### src/rtl/cpu_types_pkg.sv
// Shared CPU pipeline types: memory-stage FSM states and register selects.
package cpu_types_pkg;

    typedef enum logic [1:0] {
        IDLE   = 2'd0,
        ACCESS = 2'd1,
        DONE   = 2'd2
    } mem_state_t;

    typedef logic [4:0] reg_sel_t;

    // Word accesses must have the two low address bits clear.
    function automatic logic word_misaligned(input logic [31:0] addr);
        return addr[1:0] != 2'b00;
    endfunction

endpackage

### src/rtl/mem_stage.sv
// Memory pipeline stage: accepts one EX result at a time, performs an
// optional data-memory access, and emits a single-cycle writeback with
// overflow / alignment exception pulses.
module mem_stage
    import cpu_types_pkg::*;
#(
    parameter bit ALIGN_CHK = 1'b1
) (
    input  logic        CLK,
    input  logic        RST,
    input  logic        ex_valid,
    input  logic [31:0] ex_aluout,
    input  logic        ex_overflow,
    input  logic        ex_ovf_trap,
    input  logic [31:0] ex_store,
    input  logic        ex_memread,
    input  logic        ex_memwrite,
    input  logic        ex_regwrite,
    input  reg_sel_t    ex_wsel,
    output logic        ex_ready,
    output logic        dREN,
    output logic        dWEN,
    output logic [31:0] daddr,
    output logic [31:0] dstore,
    input  logic        dhit,
    input  logic [31:0] dload,
    output logic        wb_valid,
    output logic        wb_regwrite,
    output reg_sel_t    wb_wsel,
    output logic [31:0] wb_wdat,
    output logic        exc_ovf,
    output logic        exc_addr
);

    mem_state_t state;
    logic       lat_regwrite;

    logic acc_trap;
    logic acc_mem;
    logic acc_misal;
    logic acc_rw;

    // An overflow-trapped op also skips memory: a faulting instruction must
    // not perform its store.
    assign acc_trap  = ex_overflow & ex_ovf_trap;
    assign acc_mem   = ex_memread | ex_memwrite;
    assign acc_misal = ALIGN_CHK & acc_mem & word_misaligned(ex_aluout);
    assign acc_rw    = ex_regwrite & (ex_wsel != '0) & ~acc_trap;

    // Only ACCESS blocks new work; DONE accepts back-to-back.
    assign ex_ready = (state != ACCESS);

    // Stage FSM with registered memory-request and writeback outputs.
    always_ff @(posedge CLK) begin
        if (RST) begin
            state        <= IDLE;
            lat_regwrite <= 1'b0;
            dREN         <= 1'b0;
            dWEN         <= 1'b0;
            daddr        <= '0;
            dstore       <= '0;
            wb_valid     <= 1'b0;
            wb_regwrite  <= 1'b0;
            wb_wsel      <= '0;
            wb_wdat      <= '0;
            exc_ovf      <= 1'b0;
            exc_addr     <= 1'b0;
        end else begin
            // Writeback and exception flags are single-cycle pulses.
            wb_valid    <= 1'b0;
            wb_regwrite <= 1'b0;
            exc_ovf     <= 1'b0;
            exc_addr    <= 1'b0;
            case (state)
                IDLE, DONE: begin
                    if (ex_valid) begin
                        daddr        <= ex_aluout;
                        dstore       <= ex_store;
                        wb_wsel      <= ex_wsel;
                        wb_wdat      <= ex_aluout;
                        lat_regwrite <= acc_rw;
                        if (acc_mem && !acc_misal && !acc_trap) begin
                            state <= ACCESS;
                            dREN  <= ex_memread;
                            dWEN  <= ex_memwrite & ~ex_memread;
                        end else begin
                            state       <= DONE;
                            wb_valid    <= 1'b1;
                            wb_regwrite <= acc_rw & ~acc_misal;
                            exc_ovf     <= acc_trap;
                            exc_addr    <= acc_misal;
                        end
                    end else begin
                        state <= IDLE;
                    end
                end
                ACCESS: begin
                    if (dhit) begin
                        state       <= DONE;
                        dREN        <= 1'b0;
                        dWEN        <= 1'b0;
                        wb_valid    <= 1'b1;
                        wb_regwrite <= dREN & lat_regwrite;
                        if (dREN) wb_wdat <= dload;
                    end
                end
                default: state <= IDLE;
            endcase
        end
    end

endmodule

### config.mk
export PLATFORM = sky130hd
export DESIGN_NAME = mem_stage
export DESIGN_NICKNAME = d
export VERILOG_FILES = /design/src/rtl/cpu_types_pkg.sv /design/src/rtl/mem_stage.sv
export SDC_FILE = /design/constraint.sdc
export NUM_CORES = 1
export LEC_CHECK = 0
export ABC_AREA = 1
export CORE_MARGIN = 5
export CORE_UTILIZATION = 41
export CTS_BUF_LIST = sky130_fd_sc_hd__clkbuf_16
export DETAILED_ROUTE_END_ITERATION = 8
export PLACE_DENSITY = 0.81
export SYNTH_ARGS = -nofsm -noshare
export SYNTH_HDL_FRONTEND = slang
export SYNTH_SLANG_ARGS = --single-unit
### constraint.sdc
create_clock -name CLK -period 1.4 [get_ports CLK]
set_input_delay 0.14 -clock CLK [delete_from_list [all_inputs] [get_ports CLK]]
set_output_delay 0.14 -clock CLK [all_outputs]
set_load 0.005 [all_outputs]
After elaboration in Yosys (flattened, before gate mapping)
Index checks and enable logic that the tools add are counted.

word-level totals
  output and inout port bits = 108
  flip-flop bits (word level) = 110
  logic and storage cells = 68
  input bits = 110

operators by class
  reduce and logical (&&, ||, !) cells = 13
  mux-type cells = 23
  bitwise operators = 13
  equality and inequality tests = 7

operator list
  kind                  count
  $mux W32              3
  $pmux W32 S2          1
  $mux W1               11
  $ne A2 B2 Y1 const B  4
  $pmux W1 S2           4
  $reduce_and A4 Y1     2
  $and A1 B1 Y1         7
  $mux W2               3
  $not A1 Y1            5
  $reduce_bool A5 Y1    1
  $pmux W2 S2           1
  $reduce_bool A2 Y1    2
  $reduce_or A4 Y1      1
  $eq A2 B1 Y1 const B  1
  $eq A2 B2 Y1 const B  1
  $logic_and A1 B1 Y1   2
  $logic_not A1 Y1      2
  $logic_not A2 Y1      1
  $ne A2 B1 Y1 const B  1
  $reduce_and A2 Y1     1
  $reduce_or A2 Y1      1
  $or A1 B1 Y1          1

Depth between registers and ports, before layout
  depth after elaboration = 8
  mapped depth = 9
  depth with buffers taken out = 8

Worst setup path after synthesis
No wires, ideal clock.

  path kind = register to register
  start = register state[0]
  end = register wb_wdat[1]
  setup time = 0.113 ns
  period minus slack after synthesis = 1.185 ns
  arrival time = 1.072 ns
  stages on the path, launching flop included = 9
  slack = 0.215 ns
  path buffers = 1
  cell sequence = dfxtp_1 -> inv_2 -> nor2_8 -> nand2_4 -> nand2_4 -> o21ai_4 -> buf_4 -> nor2_1 -> nor2_1

on the way
  word-level cells in the longest chain between the ends = 4
  elaborated cells on any way between the ends = 10
  classes of those cells = eq/ne (5); mux (1); reduce/logical (4)

RTL lines
  what                                                                 RTL line          RTL
  start: declaration                                                   mem_stage.sv:35   mem_state_t state;
  start signal: assignment                                             mem_stage.sv:56   state <= IDLE;
  start signal: assignment                                             mem_stage.sv:83   state <= ACCESS;
  start signal: assignment                                             mem_stage.sv:87   state <= DONE;
  $eq A2 B2 Y1 or $logic_not A2 Y1 (tied branches)                     mem_stage.sv:74   case (state)
  $reduce_or A2 Y1                                                     mem_stage.sv:74
  $ne A2 B2 Y1 (no source line) or $reduce_bool A2 Y1 (tied branches)  -
  $reduce_and A4 Y1 (no source line)                                   -
  end signal: assignment                                               mem_stage.sv:80   wb_wdat <= ex_aluout;
  end signal: assignment                                               mem_stage.sv:104  if (dREN) wb_wdat <= dload;
  end: declaration                                                     mem_stage.sv:30   output logic [31:0] wb_wdat,

Several ways; a longest one is shown, not always the timed one.
A chain may end at the register's enable or synchronous reset.

Final worst setup path
  start = register daddr[1]
  end = output daddr[1]

RTL lines
  what                      RTL line         RTL
  start: declaration        mem_stage.sv:23  output logic [31:0] daddr,
  start signal: assignment  mem_stage.sv:77  daddr <= ex_aluout;

No word-level cell between the ends.

==> qor.yml <==
status: "complete, no violations"
final_nets: 978
drt_drc_violations_left: 0
io_buffer_count: 217
synth_seq_cells: 110
syn_area_per_cell_um2: 6.82
crit_path_cell_trace: "clkdlybuf4s50_1"
place_inst: 995
timing.fmax_mhz: 738
core.rowCount: 38
ctsHoldBuffers: 0
vdd_ir_drop_max_mv: 0.929
cts.htree.levels: 3
grt_max_degree: 49
required_ns: 1.26
cts.sinks: 110
final_cell_mix: "210 x clkdlybuf4s50_1, 206 x nor2_1, 166 x nand2_1, 108 x dfxtp_1, 69 x o21ai_0"
area_growth_pct: 59.4
critPathTopFamily: "buffers and inverters"
tns_ns: 0
cp_slowest_cell: "clkdlybuf4s50_1"
postRouteAntennaNets: 0
period_needed_ns: 1.35
min_period_over_period: 0.968
cp_num_buf_inv: 1
drive_gt1_frac: 0.0527
via_per_inst: 4.52
yosys_warnings: 0
switching_share: 0.256
crit_fanout: 2
layout_commonest_cell: "clkdlybuf4s50_1"
tritoncts: "yes"
gp_congestion: 0.821
syn_nets: 768
combPwrFrac: 0.212
root_buffer: "clkbuf_16"
die_height_um: 115
wl_per_cell_um: 13.2
die_area_um2: 13100
placed_cell_area_um2: 6860
grt_overflow_total: 0
mappedNetlistArea_um2: 4490
p_leak_nw: 3.26
core_um2: 10800
finalNonFillerCells: 1013
routed_wl_um: 13400
antenna_cells: 0
final_cell_area_um2: 7160
synth-seq-area-share: 0.491
power_frac_clock: 0.314
die_w_um: 115
clock_path_buffers: 2
seqPwrFrac: 0.474
rsz0062_at_grt: "no"
grt_pass1_wl_um: 21100
critPathKind: "reg2out"
relSlewSlack: 0.834
via_count: 4582
grt_pass1_vias: 4307
drt_iter0_drc: 254
p_per_area_nw_per_um2: 1030
worstPathArrival_ns: 1.21
cap_viol_max_count: 0
start_kind: "register"
cp-end-kind: "output pin"
initial_core_util: 0.416
synthDistinctLibCells: 19
clk_latency_ns: 0.33
synth_cells: 658
ios: 218
cts_buffers: 9
path_clk_slew_ns: 0.07
dp_hpwl_um: 10000
grt.total_usage: 0.200
worst-slew-pin-transition_ns: 0.246
min_path_type: "in2reg"
p_sw_mw: 1.89
setup_viol: 0
p_int_mw: 5.50
slowest_delay_ns: 0.55
maxSlewViolCount: 0
hold_slack_ns: 0.363
dr.pass1.iters: 4
antenna_found_initial: 0
hold_viol: 0
final.setup_skew_ns: 0.00537
Yosys cell counts (all sizes together):
| cell | count | area share |
|---|---|---|
| nand2 | 169 | 0.15 |
| nand3 | 7 | 0.0078 |
| a21oi | 6 | 0.0067 |
| or2 | 1 | 0.0014 |
| and2 | 2 | 0.0028 |
| clkbuf | 16 | 0.013 |
| inv | 42 | 0.035 |
| buf | 22 | 0.032 |
| o21ai | 75 | 0.086 |
| dfxtp | 110 | 0.49 |
| o22ai | 1 | 0.0014 |
| nor2 | 207 | 0.18 |
timing repair:
item / in CTS / in global routing
pin swaps: 0 / 1
endpoints found under the setup margin: 2 / 6
gates cloned: 0 / 0
gates resized for setup: 5 / 6
setup buffers: 0 / 2
registers in the layout (all words and copies together) (netlist names), 2 cells and up:
register  cells
daddr        32
wb_wdat      32
state         2
wb_wsel       5
dstore       32
cells by family after synthesis:
kind of cell,Yosys count,share of synthesized area
buffers and inverters,80,0.0800
DFF,110,0.491
and+or+nand+nor,386,0.335
AOI/OAI and AO/OA,82,0.0942
tightest hold or removal path: stages:
cell and delay (ns):
clkdlybuf4s50_1 0.39, inv_1 0.07, a21oi_1 0.06
power groups by stage:
stage	sequential, mW	combinational, mW	clock [mW]
detailed placement	3.58	1.58	0
floorplan	3.59	0.574	0
CTS	3.50	1.59	2.39
global placement	3.56	1.56	0
finish	3.50	1.57	2.32
global route	3.53	1.73	2.55
layer usage:
metal | up-vias | share of wire | GRT usage
met1 | 1998 | 0.42 | 0.233
met5 | - | 0 | 0
li1 | 2421 | - | -
met3 | 16 | 0.093 | 0.0724
met2 | 147 | 0.47 | 0.343
met4 | 0 | 0.019 | 0.0602
path summary, 6_finish.rpt:
path,startpoint,end,slack (ns),depth (start not counted)
setup / recovery,daddr[1]$_SDFFE_PP0P_,daddr[1],0.05,1
hold / removal,ex_wsel[3],wb_wsel[3]$_SDFFE_PP0P_,0.36,3
setup reg to reg,state[0]$_SDFFE_PP0P_,wb_wdat[20]$_SDFFE_PP0P_,0.16,8
hold reg to reg,dstore[8]$_SDFFE_PP0P_,dstore[8]$_SDFFE_PP0P_,0.48,2
stage by stage:
step	power [mW]	worst slack, ns	util
detailed placement	5.15	-0.0128	0.635
global placement	5.13	0.0178	0.635
CTS	7.48	0.0188	0.660
finish	7.39	0.0451	0.663
global route	7.81	0.000505	0.663
floorplan	4.17	0.215	-
final cells by class:
class	instances	area, µm²
clock inverters	7	42.5
multi-input cells	468	1930
clock buffers	9	225
well taps	140	175
flip-flops and latches	110	2200
inverters	42	160
fillers	954	3640
repair buffers	237	2420
(Power assumes the default switching activity.)
==> RTL change, RTL diff (same flow settings) <==
`ALIGN_CHK`: 1'b1 -> 1'b0.
--- a/src/rtl/mem_stage.sv
+++ b/src/rtl/mem_stage.sv
@@ -6,3 +6,3 @@
 #(
-    parameter bit ALIGN_CHK = 1'b1
+    parameter bit ALIGN_CHK = 1'b0
 ) (
Function: changed (Yosys sat finds a counterexample within 4 cycles, from zero or initial values and one cycle with RST high).
==> RTL change against the original RTL <==
- combinational power rose by 20%
- first-iteration DRC count rose by 9.8%
- wire length rose by 4.2%
- power rose by 9.7%
- synthesized area rose by 0.70%
- worst setup slack got worse by 0.014 ns
- clock skew fell by 0.0015 ns
- critical endpoint is now daddr[23]
- clock power rose by 16%
- highest routed layer unchanged
- design area rose by 0.63%
- sequential cell count fell by 1
- critical path depth did not move
==> RTL change: results (changes against the original RTL) <==
INFO  metric run_status = finished clean
INFO  metric leakage = 3.24 nW (-0.66%)
INFO  metric whs_endpoint = wb_wsel[3]
INFO  metric synth_top_cells_by_area = sky130_fd_sc_hd__dfxtp_1 48%, sky130_fd_sc_hd__nor2_1 17%, sky130_fd_sc_hd__nand2_1 11%
INFO  metric grt_pass1_wl = 21.8 mm (+3.7%)
INFO  metric filler_cell_count = 978 (+2.5%)
INFO  metric worstHoldPathCells = 3 (unchanged)
INFO  metric grt_antenna_before_repair = 0 (unchanged)
INFO  metric via_count = 4,641 (+1.3%)
INFO  metric setup_viol = 0 (unchanged)
INFO  metric via_count_of_the_first_global_routing_pass = 4,320 (+0.30%)
INFO  metric synthDistinctLibCells = 23 (+4)
INFO  metric worst_setup_skew_after_layout = 0.00382 ns (-0.00155 ns)
INFO  metric holdCritStartpoint = ex_wsel[3]
INFO  metric async_flop_share = 0 (unchanged)
INFO  metric syn-num-nets = 768 (unchanged)
INFO  metric grt.total_usage = 0.208 (+0.00829)
INFO  metric worst_r2r_endpoint = wb_wdat[12]
INFO  metric drt_first_iter_violations = 279 (+9.8%)
INFO  metric drt_pre_antenna_iters = 4 (unchanged)
INFO  metric hold_class = input pin to flip-flop
INFO  metric clock_path_buffers = 2 (unchanged)
INFO  metric hpwl_after_detailed_placement = 10.4 mm (+4.3%)
INFO  metric path_delay_family = buffers and inverters
INFO  metric buffer_ports.inserted = 216 (-0.46%)
INFO  metric finalNetCount = 975 (-0.31%)
INFO  metric layout_top_registers = daddr (32), dstore (32), wb_wdat (32)
INFO  metric crit_path_max_incr_delay = roughly 0.56 ns
INFO  metric ff2ff_path_depth = 7 (-1)
INFO  metric worst_hold_slack = 0.364 ns (+0.000200 ns)
INFO  metric wirelength = 13.9 mm (+4.2%)
INFO  metric gp_congestion = 0.880 (+7.2%)
INFO  metric irDropWorstVdd = 0.699 mV (-25%)
INFO  metric htreeDepth = 3 (unchanged)
INFO  metric cp_slowest_cell = sky130_fd_sc_hd__clkdlybuf4s50_1
INFO  metric clkTransAtPathRegs = 0.07 ns (about the same)
INFO  metric worstPathMaxFanout = 2 (unchanged)
INFO  metric post-cts-setup-buffer-count = 0 (unchanged)
INFO  metric antenna_cells = 0 (unchanged)
INFO  metric setup.reg_to_reg.worst_slack = 0.10 ns (-0.06 ns)
INFO  metric ys_warn_count = 0 (unchanged)
INFO  metric grt_start_max_net_pins = 54 (+10%)
INFO  metric synth.yosys.seq_area_share = 0.483 (-0.00783)
INFO  metric netlist_top_cells_count = 206 x sky130_fd_sc_hd__nor2_1, 136 x sky130_fd_sc_hd__nand2_1, 109 x sky130_fd_sc_hd__dfxtp_1
INFO  metric worstPathRequired = 1.26 ns (about the same)
INFO  metric ctsRootBufferMaster = sky130_fd_sc_hd__clkbuf_16
INFO  metric drive_gt1_frac = 0.0563 (+0.00363)
[RTL change: layer usage]
metal	routed length, um	GRT usage	part of all wire
met1	5730	0.250	0.41
met2	6920	0.359	0.50
met3	837	0.0432	0.060
met4	437	0.0900	0.031
met5	0	0	0
[RTL change: layout make-up]
class	instances	area (um2)	share of cell area
clock buffer	9	225	0.0313
multi-input combinational	467	1940	0.269
sequential	109	2180	0.303
tap	140	175	0.0243
inverter	39	149	0.0207
clock inverter	7	90.1	0.0125
timing repair buffer	239	2440	0.339
[RTL change: cell families (layout without fill, tap and decap cells)]
group	Yosys count	after routing	share of synthesized area
other	1	1	0.000830
buffers and inverters	82	294	0.0900
and+or+nand+nor	388	388	0.340
AOI/OAI and AO/OA	78	78	0.0867
DFF	109	109	0.483
[RTL change: worst max path at each step]
stage          startpoint          end  slack [ns]  cells after the start
2_1_floorplan    state[0]  wb_wdat[23]        0.19                      8
3_3_place_gp   ex_memread         dWEN       -0.01                      5
3_5_place_dp   ex_memread         dREN       -0.04                      5
4_1_cts         daddr[23]    daddr[23]       0.007                      1
5_1_grt          state[0]   wb_wdat[6]      -0.008                      7
6_report        daddr[23]    daddr[23]        0.03                      1
[RTL change: stage by stage]
step	area, um2	cells	TNS (ns)	setup slack (ns)	util
floorplan	4520	658	0	0.192	-
global placement	6870	994	-0.0214	-0.0108	0.634
detailed placement	6870	994	-0.343	-0.0375	0.634
CTS	7190	1010	0	0.00725	0.663
global route	7200	1010	-0.0239	-0.00794	0.664
finish	7200	1010	0	0.0315	0.664
[RTL change: power breakdown]
part | switching [W] | internal (W)
Clock | 0.00113 | 0.00156
Sequential | 0.000142 | 0.00339
Combinational | 0.000816 | 0.00107
[RTL change: timing repair]
action                                  CTS  global route
hold endpoints to repair                  0             0
resized for setup                         3             5
endpoints found under the setup margin    2            11
gates cloned                              0             0
